## config.mk

```make
export PLATFORM = sky130hd
export DESIGN_NAME = x_one_seq_gen
export DESIGN_NICKNAME = d
export VERILOG_FILES = /design/src/rtl/x_one_seq_gen.sv
export SDC_FILE = /design/constraint.sdc
export NUM_CORES = 1
export LEC_CHECK = 0
export CAP_MARGIN = 25
export CORE_UTILIZATION = 30
export CTS_CLUSTER_DIAMETER = 50
export DETAILED_ROUTE_END_ITERATION = 8
export SLEW_MARGIN = 20
export SYNTH_ARGS = -nofsm -noshare
export SYNTH_HDL_FRONTEND = slang
export SYNTH_SLANG_ARGS = --single-unit
export TNS_END_PERCENT = 50
```

## constraint.sdc

```tcl
create_clock -name clk -period 1.8 [get_ports clk]
set_clock_uncertainty 0.1 [all_clocks]
set_input_delay 0.18 -clock clk [delete_from_list [all_inputs] [get_ports clk]]
set_output_delay 0.18 -clock clk [all_outputs]
set_load 0.005 [all_outputs]
```

## src/rtl/x_one_seq_gen.sv

```systemverilog
// Serialises a captured pattern MSB-first (bit L-1 down to 0) as stimulus for the X_One sequence detector.
// First bit appears the cycle after start; optional repeats with idle gaps under SEQ_GEN_REPEAT_EN.
module x_one_seq_gen #(
  parameter int PAT_W   = 8,
  parameter int GAP_CYC = 1
) (
  input  logic             clk,
  input  logic             reset,
  input  logic             start,
  input  logic [PAT_W-1:0] pattern,
  input  logic [3:0]       len,
`ifdef SEQ_GEN_REPEAT_EN
  input  logic [3:0]       reps,
`endif
  output logic             out_bit,
  output logic             out_valid,
  output logic             busy,
  output logic             done
);

  typedef enum logic [1:0] {IDLE, SHIFT, GAP, DONE} state_t;

  localparam logic [3:0] PAT_W4   = 4'(PAT_W);
  localparam logic [3:0] GAP_LAST = 4'(GAP_CYC - 1);

  state_t           state;
  logic [PAT_W-1:0] pat_q;
  logic [3:0]       len_q;
  logic [3:0]       idx;
  logic [3:0]       gap_cnt;
  logic [3:0]       len_eff;
  logic             more_reps;

  // Out-of-range lengths fall back to the full pattern width.
  assign len_eff = (len == 4'd0 || len > PAT_W4) ? PAT_W4 : len;

`ifdef SEQ_GEN_REPEAT_EN
  logic [3:0] rep_q;
  assign more_reps = (rep_q != 4'd0);
`else
  assign more_reps = 1'b0;
`endif

  function automatic logic pick(input logic [PAT_W-1:0] p, input logic [3:0] i);
    logic [PAT_W-1:0] s;
    s = p >> i;
    return s[0];
  endfunction

  always_ff @(posedge clk or negedge reset) begin
    if (!reset) begin
      state     <= IDLE;
      pat_q     <= '0;
      len_q     <= '0;
      idx       <= '0;
      gap_cnt   <= '0;
      out_bit   <= 1'b0;
      out_valid <= 1'b0;
      busy      <= 1'b0;
      done      <= 1'b0;
`ifdef SEQ_GEN_REPEAT_EN
      rep_q     <= '0;
`endif
    end else begin
      case (state)
        IDLE: begin
          done <= 1'b0;
          if (start) begin
            pat_q     <= pattern;
            len_q     <= len_eff;
            idx       <= len_eff - 4'd1;
            out_bit   <= pick(pattern, len_eff - 4'd1);
            out_valid <= 1'b1;
            busy      <= 1'b1;
`ifdef SEQ_GEN_REPEAT_EN
            rep_q     <= reps;
`endif
            state     <= SHIFT;
          end
        end
        SHIFT: begin
          if (idx == 4'd0) begin
            out_bit   <= 1'b0;
            out_valid <= 1'b0;
            if (more_reps) begin
              gap_cnt <= GAP_LAST;
              state   <= GAP;
            end else begin
              done  <= 1'b1;
              state <= DONE;
            end
          end else begin
            idx     <= idx - 4'd1;
            out_bit <= pick(pat_q, idx - 4'd1);
          end
        end
        GAP: begin
          if (gap_cnt == 4'd0) begin
            idx       <= len_q - 4'd1;
            out_bit   <= pick(pat_q, len_q - 4'd1);
            out_valid <= 1'b1;
`ifdef SEQ_GEN_REPEAT_EN
            rep_q     <= rep_q - 4'd1;
`endif
            state     <= SHIFT;
          end else begin
            gap_cnt <= gap_cnt - 4'd1;
          end
        end
        DONE: begin
          // Start is ignored here so a held start leaves one IDLE cycle between runs.
          done  <= 1'b0;
          busy  <= 1'b0;
          state <= IDLE;
        end
        default: state <= IDLE;
      endcase
    end
  end

endmodule

```

==> impl_metrics.yaml, run 1 <==
place:
  numPortBuffers: 18
  placed_cells: 252
  dp_slack_ns: -0.264
  dp_hpwl_um: 3040
  gp_congestion: 0.888
cts:
  path_clk_slew_ns: 0.09
  cts_made_buffers: 3
  htree_levels: 1
  clock_path_buffers: 2
  cts_root_buf: "clkbuf_8"
  clock-sinks: 26
  clk_latency_ns: 0.27
  cts_tree: "yes"
job:
  cap_viol_max_count: 0
power_and_ir_drop:
  report.power.total_mw: 3.30
  power_density_mw_per_mm2: 1510
  ir_drop_uv: 587
  p_leak_nw: 0.966
route:
  vias_per_cell: 5.05
  routed.top_layer: "met4"
  wl_met3_um: 190
  route.detailed.drc: 0
  drtAntennaViolNets: 0
  wl_met2_um: 2100
  wl_met1_um: 1580
  routed_wl_um: 3970
  wl_per_cell_um: 15.2
  first_pass_iters: 5
  first_iter_violations: 49
  num_vias: 1317
timing:
  clock.fmax_mhz: 514
  setup_tns_ns: -0.555
  timing.final.ws_setup_ns: -0.145
  rsz0062_at_grt: "true"
  timing.final.crit_period_ns: 1.95
  worst_slew_pin_slew_ns: 0.342
  setup_viol: 7
  period_share: 1.08
  slew_headroom: 0.772
  finalMaxSlewViolations: 0
  hold_viol: 0
outcome:
  violations: "negative setup slack"
  outcome: "finished with violations"
worst_setup_path:
  path_max_fanout: 4
  cp_cell_sequence: "inv_1 > ha_1 > or3b_4 > a2111oi_4 > buf_4 > o211ai_1 > o21ai_1"
  cp.arrival_ns: 2.05
  crit_required_ns: 1.90
  end_kind: "register"
  slowest_delay_ns: 0.43
  path_class: "reg -> reg"
  reg2reg_slack_ns: -0.15
  crit_family: "compound AO/OA/AOI/OAI gates"
  cp-start-kind: "register"
  path_buf_inv: 2
  cp_slowest_cell: "or3b_4"
synthesis:
  ys_types: 38
  synth_edf_count: 0
  synth-warning-count: 0
  synth.most_common_cell: "dfrtp_1"
  synth_area_leader_cell: "dfrtp_1"
  syn-num-nets: 168
  synth-seq-cells: 26
  synthCells: 143
  synth_area_leaders: "dfrtp_1, mux2_2, mux4_2"
  seq_area_frac_synth: 0.414
  avgSynthCellArea_um2: 11.0
  synthFlopType: "dfrtp_1"
  netlist_area_mm2: 0.00157
  ys_top_cells_by_count: "dfrtp_1, nand2_1, inv_1, mux2_2, o21ai_0"
  post-synth-top-area-fraction: 0.414
  async_flop_share: 1.00
die:
  die_y_um: 74.4
  ioPinCount: 19
  start_util: 0.322
  dieArea_mm2: 0.00553
  fp.coreArea_mm2: 0.00488
  core.rowCount: 25
  dieWidth_um: 74.4
final_layout:
  final_cells: 261
  num_antenna_cells: 0
  post-route-util: 0.447
  syn2layout_area_growth_pct: 38.9
  final_net_count: 221
  drive_above_1_share: 0.345
grt:
  grt_pass1_wl_um: 6690
  grt_max_degree: 27
  antenna_found_initial: 0
  grt_overflow: 0
  grt_pass1_vias: 1401
  grt_use_total: 0.165
worst_hold_path:
  hold_class: "in -> async"
==> per-layer routing <==
metal,vias to the layer above,track usage
met2,41,0.299
met5,-,0
met1,645,0.192
met4,0,0.0566
li1,621,-
met3,10,0.0339
==> registers in the layout, indices dropped and copies added (netlist names) <==
name       cells
busy           1
done           1
gap_cnt        4
idx            4
pat_q          8
state          2
out_valid      1
out_bit        1
len_q          4
==> layout by cell type (no fill, tap or decap), drive strengths merged, types with 2 or more instances in the layout <==
master,n
dfrtp,26
a221oi,2
xnor2,2
xor2,3
nor2b,4
inv,12
o221ai,2
nor2,5
clkbuf,3
ha,10
a21oi,2
mux4,6
o21ai,12
mux2,12
buf,34
nor3,3
nand2b,2
nand2,16
mux2i,2
clkdlybuf4s50,18
==> metrics by stage <==
| stage | hold WS, ns | instance area (um2) |
|---|---|---|
| floorplan | -0.216 | 1570 |
| CTS | 0.195 | 2140 |
| detailed placement | 0.409 | 2040 |
| global placement | 0.394 | 2040 |
| global route | 0.198 | 2180 |
| finish | 0.186 | 2180 |
==> layout make-up <==
type / count / area, um2
Inverter: 12 / 45.0
Timing Repair Buffer: 52 / 448
Clock buffer: 3 / 41.3
Sequential cell: 26 / 651
Multi-Input combinational cell: 101 / 913
Tap cell: 67 / 83.8
Fill cell: 475 / 2700
==> report_power, final <==
| group | switching [mW] | leakage (nW) | total, mW | internal [mW] |
|---|---|---|---|---|
| clock | 0.178 | 0.0216 | 0.329 | 0.150 |
| combinational | 0.882 | 0.622 | 1.98 | 1.10 |
| sequential | 0.174 | 0.322 | 0.991 | 0.817 |
==> final timing paths <==
kind	start	endpoint	cells past startpoint
worst max-delay path	gap_cnt[0]	idx[0]	7
worst min-delay path	reset	out_valid	2
worst max register to register	gap_cnt[0]	idx[0]	7
worst min register to register	out_valid	out_valid	2
max in group asynchronous	reset	pat_q[7]	2
min in group clk	out_valid	out_valid	2
==> repair_timing <==
action,in CTS,in global routing
pin swaps,1,5
cloned,0,0
buffers inserted,4,2
hold buffers,0,0
endpoints found under the setup margin,8,9
gates resized for setup,5,8
hold endpoints to repair,0,0
==> worst register-to-register path: stages, from the launching register on <==
cell       delay, ns
dfrtp_1         0.39
inv_1           0.06
ha_1            0.16
or3b_4          0.43
a2111oi_4       0.36
buf_4           0.20
o211ai_1        0.09
o21ai_1         0.09
==> cell families after synthesis <==
family / count (synthesis) / share of synthesized area
muxes: 20 / 0.185
AOI/OAI and AO/OA: 29 / 0.138
adders and majority gates: 10 / 0.0796
xor gates and xnor gates: 5 / 0.0279
and+or+nand+nor: 37 / 0.117
buffers and inverters: 16 / 0.0390
DFF: 26 / 0.414
(Power assumes the default switching activity.)
==> run 2, diff against run 1 <==
--- a/config.mk
+++ b/config.mk
@@ -6,9 +6,11 @@
 export NUM_CORES = 1
 export LEC_CHECK = 0
 export CAP_MARGIN = 25
+export CORE_MARGIN = 2
 export CORE_UTILIZATION = 30
 export CTS_CLUSTER_DIAMETER = 50
 export DETAILED_ROUTE_END_ITERATION = 8
+export HOLD_SLACK_MARGIN = 0.1
 export SLEW_MARGIN = 20
 export SYNTH_ARGS = -nofsm -noshare
 export SYNTH_HDL_FRONTEND = slang
==> impl_metrics.yaml, run 2 (synthesis results as in run 1) <==
timing:
  timing.final.ws_setup_ns: -0.150
  setup_viol: 6
  slew_headroom: 0.760
  whs_ns: 0.162
  rsz0062_at_grt: "true"
  worst_slew_pin_slew_ns: 0.360
  clock.fmax_mhz: 513
  hold_viol: 0
  timing.final.crit_period_ns: 1.95
  period_share: 1.08
  finalMaxSlewViolations: 0
cts:
  cts_made_buffers: 3
  path_clk_slew_ns: 0.10
  clock-sinks: 26
  cts_root_buf: "clkbuf_8"
  cts_tree: "yes"
  clk_latency_ns: 0.28
  cts_hold_buf: 0
  htree_levels: 1
  clock_path_buffers: 2
outcome:
  outcome: "finished with violations"
  violations: "negative setup slack"
worst_setup_path:
  cp-start-kind: "register"
  cp.arrival_ns: 2.03
  crit_required_ns: 1.88
  end_kind: "register"
  path_class: "reg -> reg"
  path_max_fanout: 4
final_layout:
  largest_reg_flops: 8
  final_net_count: 218
  drive_above_1_share: 0.344
  fillers: 515
  syn2layout_area_growth_pct: 38.5
  final_common_cell: "buf_4"
  top_register: "pat_q"
  num_antenna_cells: 0
  layout_common_cells: "buf_4, dfrtp_1, clkdlybuf4s50_1"
route:
  num_vias: 1249
  route.detailed.drc: 0
  first_iter_violations: 62
  first_pass_iters: 6
  drtAntennaViolNets: 0
  routed_wl_um: 3600
  wl_per_cell_um: 13.7
  vias_per_cell: 4.77
job:
  cap_viol_max_count: 0
die:
  ioPinCount: 19
  start_util: 0.310
  core.rowCount: 26
  die_y_um: 76.4
  dieArea_mm2: 0.00583
  fp.coreArea_mm2: 0.00507
  dieWidth_um: 76.4
grt:
  grt_max_degree: 27
  grt_pass1_vias: 1312
  grt_pass1_wl_um: 6240
  grt_overflow: 0
  antenna_found_initial: 0
  grt_use_total: 0.133
power_and_ir_drop:
  p_leak_nw: 0.958
  power_density_mw_per_mm2: 1530
  ir_drop_uv: 493
  report.power.total_mw: 3.33
place:
  numPortBuffers: 18
  gp_congestion: 0.788
  dp_hpwl_um: 2650
worst_hold_path:
  hold_class: "in -> async"
-- run 2: worst max-delay path, cell delays in order, from the launching register on --
cell and delay, ns:
dfrtp_1 0.40, inv_1 0.06, ha_2 0.17, or3b_4 0.42, a2111oi_4 0.39, o21ai_1 0.12
a22o_1 0.19
-- run 2: where the power goes --
part / switching, mW / total [mW] / internal (mW) / leakage (nW)
sequential: 0.168 / 0.984 / 0.816 / 0.322
clock: 0.205 / 0.401 / 0.197 / 0.0288
combinational: 0.849 / 1.95 / 1.10 / 0.608
-- run 2: per-layer routing --
layer  wire (um)  vias to the layer above  track usage  share of wire
met5           0                        -            0              0
met4          60                        0       0.0545          0.017
met3         161                        5       0.0201          0.045
met2        1730                       33        0.221           0.48
met1        1650                      597        0.173           0.46
li1            -                      614            -              -
-- run 2: worst paths after layout --
check	start	endpoint	slack, ns	depth (start not counted)
min in group clk	busy	busy	0.41	2
worst max register to register	gap_cnt[0]	idx[3]	-0.15	6
worst min-delay path	reset	idx[1]	0.16	2
worst max-delay path	gap_cnt[0]	idx[3]	-0.15	6
worst min register to register	busy	busy	0.41	2
max in group asynchronous	reset	idx[2]	1.16	2
-- run 2: per-stage QoR --
| step | TNS [ns] | util | cells | area (um2) | setup WS, ns |
|---|---|---|---|---|---|
| after floorplan | -0.248 | - | 143 | 1570 | -0.0901 |
| after global placement | -0.669 | 0.406 | 257 | 2060 | -0.210 |
| after detailed placement | -0.784 | 0.406 | 257 | 2060 | -0.316 |
| after CTS | -0.654 | 0.420 | 261 | 2130 | -0.160 |
| after global routing | -1.22 | 0.429 | 262 | 2180 | -0.244 |
| final | -0.581 | 0.429 | 262 | 2180 | -0.150 |
-- run 2: timing repair --
| item | CTS | global route |
|---|---|---|
| endpoints found under the setup margin | 7 | 9 |
| resized for setup | 4 | 11 |
| endpoints found under the hold margin | 0 | 0 |
| pin swaps | 2 | 2 |
| buffers inserted | 0 | 1 |
-- run 2: cell type report --
| class | count | area (um2) | share of cell area |
|---|---|---|---|
| Clock buffer | 4 | 55.1 | 0.0253 |
| Inverter | 12 | 45.0 | 0.0207 |
| Multi-Input combinational cell | 101 | 912 | 0.419 |
| Sequential cell | 26 | 651 | 0.299 |
| Tap cell | 70 | 87.6 | 0.0403 |
| Timing Repair Buffer | 49 | 425 | 0.196 |
